--- src/rtl/keccak_lane_serializer.sv ---
// Unpacks 256-bit state words into a stream of 64-bit Keccak lanes, each tagged
// with its (x, y) coordinate and a last-lane flag.
module keccak_lane_serializer #(
    parameter int NumLanes = 25
) (
    input  logic         clk_i,
    input  logic         rst_i,
    input  logic         start_i,
    input  logic         word_valid_i,
    output logic         word_ready_o,
    input  logic [255:0] word_i,
    output logic         lane_valid_o,
    input  logic         lane_ready_i,
    output logic [63:0]  lane_o,
    output logic [2:0]   lane_x_o,
    output logic [2:0]   lane_y_o,
    output logic         lane_last_o,
    output logic         busy_o,
    output logic         done_o
);

    // state | meaning
    // IDLE  | no stream; waits for start_i
    // LOAD  | buffer empty; waits for the next word
    // EMIT  | buffer holds a word; presents lane at slot_q
    typedef enum logic [1:0] {
        ST_IDLE = 2'd0,
        ST_LOAD = 2'd1,
        ST_EMIT = 2'd2
    } state_e;

    localparam int IdxW = 5;
    localparam logic [IdxW-1:0] LastIdx = IdxW'(NumLanes - 1);

    state_e          state_q, state_d;
    logic [255:0]    buf_q, buf_d;
    logic [1:0]      slot_q, slot_d;
    logic [IdxW-1:0] idx_q, idx_d;
    logic [2:0]      x_q, x_d;
    logic [2:0]      y_q, y_d;
    logic            busy_q, busy_d;
    logic            done_q, done_d;
    logic            is_last;
    logic            slot_end;
    logic [63:0]     lane_sel;

    assign is_last  = (idx_q == LastIdx);
    assign slot_end = (slot_q == 2'd3);
    assign lane_sel = buf_q[{slot_q, 6'd0} +: 64];

    always_ff @(posedge clk_i or posedge rst_i) begin
        if (rst_i) begin
            state_q <= ST_IDLE;
            buf_q   <= '0;
            slot_q  <= '0;
            idx_q   <= '0;
            x_q     <= '0;
            y_q     <= '0;
            busy_q  <= 1'b0;
            done_q  <= 1'b0;
        end else begin
            state_q <= state_d;
            buf_q   <= buf_d;
            slot_q  <= slot_d;
            idx_q   <= idx_d;
            x_q     <= x_d;
            y_q     <= y_d;
            busy_q  <= busy_d;
            done_q  <= done_d;
        end
    end

    always_comb begin
        state_d      = state_q;
        buf_d        = buf_q;
        slot_d       = slot_q;
        idx_d        = idx_q;
        x_d          = x_q;
        y_d          = y_q;
        busy_d       = busy_q;
        done_d       = 1'b0;
        word_ready_o = 1'b0;
        lane_valid_o = 1'b0;

        if (start_i) begin
            // Abort/restart wins over any handshake in this cycle.
            state_d = ST_LOAD;
            buf_d   = '0;
            slot_d  = '0;
            idx_d   = '0;
            x_d     = '0;
            y_d     = '0;
            busy_d  = 1'b1;
        end else begin
            unique case (state_q)
                ST_IDLE: ;
                ST_LOAD: begin
                    word_ready_o = 1'b1;
                    if (word_valid_i) begin
                        buf_d   = word_i;
                        slot_d  = '0;
                        state_d = ST_EMIT;
                    end
                end
                ST_EMIT: begin
                    lane_valid_o = 1'b1;
                    if (lane_ready_i) begin
                        if (is_last) begin
                            state_d = ST_IDLE;
                            busy_d  = 1'b0;
                            done_d  = 1'b1;
                        end else begin
                            idx_d  = idx_q + 1'b1;
                            slot_d = slot_q + 2'd1;
                            if (x_q == 3'd4) begin
                                x_d = '0;
                                y_d = y_q + 3'd1;
                            end else begin
                                x_d = x_q + 3'd1;
                            end
                            // Refill in the same cycle so back-to-back words have no bubble.
                            if (slot_end) begin
                                word_ready_o = 1'b1;
                                if (word_valid_i) begin
                                    buf_d = word_i;
                                end else begin
                                    state_d = ST_LOAD;
                                end
                            end
                        end
                    end
                end
                default: state_d = ST_IDLE;
            endcase
        end
    end

    assign lane_o      = lane_valid_o ? lane_sel : 64'd0;
    assign lane_x_o    = lane_valid_o ? x_q : 3'd0;
    assign lane_y_o    = lane_valid_o ? y_q : 3'd0;
    assign lane_last_o = lane_valid_o & is_last;
    assign busy_o      = busy_q;
    assign done_o      = done_q;

endmodule

--- config.mk ---
export PLATFORM = sky130hd
export DESIGN_NAME = keccak_lane_serializer
export DESIGN_NICKNAME = d
export VERILOG_FILES = /design/src/rtl/keccak_lane_serializer.sv
export SDC_FILE = /design/constraint.sdc
export NUM_CORES = 1
export LEC_CHECK = 0
export CORE_MARGIN = 2
export CORE_UTILIZATION = 40
export CTS_CLUSTER_SIZE = 25
export DETAILED_ROUTE_END_ITERATION = 10
export DONT_BUFFER_PORTS = 1
export SYNTH_ARGS = -nofsm -noshare
export SYNTH_HDL_FRONTEND = slang
export SYNTH_SLANG_ARGS = --single-unit
--- constraint.sdc ---
create_clock -name clk_i -period 9.7 [get_ports clk_i]
set_clock_uncertainty 0.1 [all_clocks]
set_input_delay 1.455 -clock clk_i [delete_from_list [all_inputs] [get_ports clk_i]]
set_output_delay 1.455 -clock clk_i [all_outputs]
set_load 0.01 [all_outputs]
==> Implementation_results.wiki <==
{| class="wikitable"
! Metric !! Value
|-
| Resized Gates After CTS || 0
|-
| Proportion of layout cells with a drive suffix above 1 || 24.4%
|-
| Global-route wire length before repair || 87400 µm
|-
| Number of storage elements in the synthesis netlist || 273
|-
| Number of I/O pins || 336
|-
| Fin Setup TNS || 0 ps
|-
| H-Tree Depth || 2
|-
| Relative slew slack || 23.0%
|-
| Total half-perimeter wirelength after legalization and detailed placement || 31900 µm
|-
| Post-DP Area || 18300 µm²
|-
| Element type at the critical path start || register
|-
| Overflow left after global routing || 0
|-
| Post-Layout Inst Area || 19400 µm²
|-
| Delay of the slowest critical-path stage || 490 ps
|-
| Footprint of the multi-input gates || 9420 µm²
|-
| Final hold violation count || 0
|-
| Yosys warnings || 0
|-
| Worst Setup End Kind || output pin
|-
| Number of antenna-violating nets in the routed design || 0
|-
| Global routing usage on met3 || 4.69%
|-
| Power, Total || 0.00392 W
|-
| Routability congestion estimate || 0.791
|-
| Arrival time worst endpoint || 3390 ps
|-
| Busiest layer in global routing || met1
|-
| Global-route track usage on met2 || 33.0%
|-
| Hold/Removal Path Class || reg -> reg
|-
| Top achievable clock speed || 0.202 GHz
|-
| Number of global-route vias before repair || 14500
|-
| Clock-pin slew of the registers on the worst-case setup and hold paths || 60 ps
|-
| Worst hold slack || 462 ps
|-
| Netlist area before placement || 18300 µm²
|-
| Final setup vio count || 0
|-
| Setup repair after global routing missed its margin || false
|-
| Cell area power density || 201 nW/µm²
|-
| Share of the core filled with cells || 42.9%
|-
| Distinct cell type count after synthesis || 38
|-
| List of cells traversed by the critical path || inv_1 -> ha_1 -> nand2b_1 -> inv_8 -> buf_12 -> and2_1
|-
| Sequential element share of the synthesized area || 37.3%
|-
| Number of instances in the synthesized netlist || 1753
|-
| Met1 capacity usage during global routing || 34.0%
|-
| Area overhead of the layout relative to synthesis || 6.23%
|-
| Final clock period utilization by the worst path || 51.0%
|-
| Number of max-slew violations in the final report || 0
|-
| Fillers || 4304
|-
| Core footprint || 45300 µm²
|-
| Shortest period the worst path allows || 4950 ps
|-
| Mean routed wirelength per cell || 25.1 µm
|-
| Required time of the critical path || 8150 ps
|-
| Total iterations of the first detailed-routing run || 5
|-
| Number of antenna violations at the first check in global routing || 9
|-
| Sequential Area || 6840 µm²
|-
| Vertical die dimension || 218 µm
|-
| Gr usage total || 23.0%
|-
| Hold_buf cts || 0
|-
| Standby leakage power || 8.64 nW
|-
| Number of nets in the synthesized netlist || 2023
|-
| Number of placement rows || 78
|-
| DRC || 0
|-
| TritonCTS clock tree || yes
|-
| Post-Route WL || 55700 µm
|-
| Clock latency of the later-clocked register in the worst-skew pair || 530 ps
|-
| Cell type of the slowest stage on the worst timing path || buf_12
|-
| Number of buffers added by the clock tree synthesis step || 36
|-
| Violation count after the first detailed-route iteration || 1396
|-
| Library cell used as clock root buffer || clkbuf_16
|-
| Horizontal die dimension || 218 µm
|-
| Input/output buffers || 0
|-
| Transition time of the tightest slew-check pin || 1160 ps
|-
| Final #Nets || 1857
|-
| Starting Density || 40.4%
|-
| Floorplan die area || 47500 µm²
|-
| Reported max-cap violation count || 0
|-
| Sinks on Clock Net || 273
|-
| Worst setup path category || reg -> out
|-
| Run status || finished clean
|-
| Maximum number of pins on one net before global-route repair || 153
|-
| Via density || 6.52
|-
| Avg Synthesized Cell Area || 10.4 µm²
|-
| Clock Path Buffers || 3
|-
| Critical-path maximum fanout || 152
|-
| Buffers inserted by post-CTS timing repair || 0
|-
| Peak supply drop || 207 µV
|-
| Detailed-route via count || 14500
|}
-- synthesized netlist by cell type, drive strengths merged --
| master | instances | area share (%) |
|---|---|---|
| a311o | 1 | 0.055 |
| clkbuf | 182 | 3.7 |
| nand4 | 3 | 0.10 |
| a21oi | 12 | 0.33 |
| and4b | 1 | 0.055 |
| nand3 | 6 | 0.16 |
| a32oi | 1 | 0.048 |
| a221o | 1 | 0.055 |
| clkinv | 1 | 0.020 |
| o2111ai | 1 | 0.048 |
| or3b | 1 | 0.048 |
| a31oi | 1 | 0.034 |
| inv | 271 | 5.6 |
| o211ai | 768 | 38 |
| o311ai | 1 | 0.048 |
| o21ai | 10 | 0.27 |
| and2 | 69 | 2.4 |
| mux2i | 2 | 0.11 |
| nand2 | 5 | 0.10 |
| ha | 9 | 0.62 |
| or3 | 3 | 0.10 |
| dfrtp | 273 | 37 |
| o31ai | 2 | 0.082 |
| nor3b | 1 | 0.041 |
| or4 | 2 | 0.082 |
| nor2 | 5 | 0.10 |
| nand4b | 3 | 0.14 |
| and3 | 1 | 0.034 |
| nor3 | 1 | 0.027 |
| nand2b | 6 | 0.21 |
| o22ai | 1 | 0.034 |
| mux4 | 64 | 7.9 |
| buf | 43 | 2.1 |
| and3b | 2 | 0.096 |
-- metal layers --
metal / routed length [µm] / share of wire [%]
met1: 25600 / 46
met4: 1550 / 2.8
met3: 3570 / 6.4
met5: 10 / 0.018
met2: 25000 / 45
-- registers in the layout, indices dropped and copies added (netlist names) --
signal and count:
buf_q 256, idx_q 5, x_q 3, y_q 3, slot_q 2, state_q 2, busy_o 1, done_o 1
-- worst max-delay path, delay by kind of cell, from the launching register on --
family	cells	cell delay, ps
adder cells (fa/ha/maj)	1	450
AND/OR/NAND/NOR	2	590
flip-flops	1	400
buffers and inverters	3	1030
-- stage by stage --
step	setup WS, ps	std cells
after floorplan	621	1753
after global placement	4960	2149
after detailed placement	4910	2149
after CTS	4840	2212
after global routing	4520	2220
final	4750	2220
-- path summary, 6_finish.rpt --
kind / cells past startpoint / startpoint / slack (ps) / to
setup / recovery: 6 / state_q[0] / 4750 / lane_y_o[1]
hold / removal: 2 / buf_q[9] / 460 / buf_q[9]
setup reg to reg: 6 / idx_q[0] / 5870 / buf_q[106]
hold reg to reg: 2 / buf_q[9] / 460 / buf_q[9]
max in group asynchronous: 3 / rst_i / 6620 / buf_q[23]
min in group asynchronous: 1 / rst_i / 790 / buf_q[50]
-- kinds of logic (layout without fill, tap and decap cells) --
group / count (synthesis) / after routing / synth area share (%)
DFF: 273 / 273 / 37.3
muxes: 66 / 66 / 7.98
AOI/OAI and AO/OA: 799 / 799 / 39.1
adders and majority gates: 9 / 9 / 0.615
buffers and inverters: 497 / 356 / 11.4
and+or+nand+nor: 109 / 109 / 3.66
other: 0 / 8 / 0
-- where the power goes --
| group | total [W] | internal [W] | switching (W) | leakage [nW] |
|---|---|---|---|---|
| Combinational | 0.00101 | 0.000329 | 0.000684 | 4.37 |
| Clock | 0.00133 | 0.000801 | 0.000528 | 0.584 |
| Sequential | 0.00157 | 0.00137 | 0.000203 | 3.69 |
-- placed cells by master (no fill, tap or decap), types with 5 or more instances in the layout --
cell type / count
o211ai_1: 528
dfrtp_1: 271
inv_1: 267
o211ai_2: 240
and2_1: 69
mux4_2: 64
clkbuf_16: 37
buf_4: 19
a21oi_1: 12
o21ai_0: 10
clkbuf_8: 10
ha_1: 9
diode_2: 8
clkinv_2: 7
nand2b_1: 6
nand3_1: 6
inv_8: 5
nor2_1: 5
nand2_1: 5
clkbuf_1: 5
-- layout make-up --
cell class	instances	area share [%]
clock inverters	11	0.463
inverters	272	5.44
well taps	600	3.86
multi-input cells	983	48.5
repair buffers	21	0.939
diodes	8	0.103
flip-flops and latches	273	35.2
clock buffers	52	5.57
Note: power is estimated with default switching activity, not from simulation.
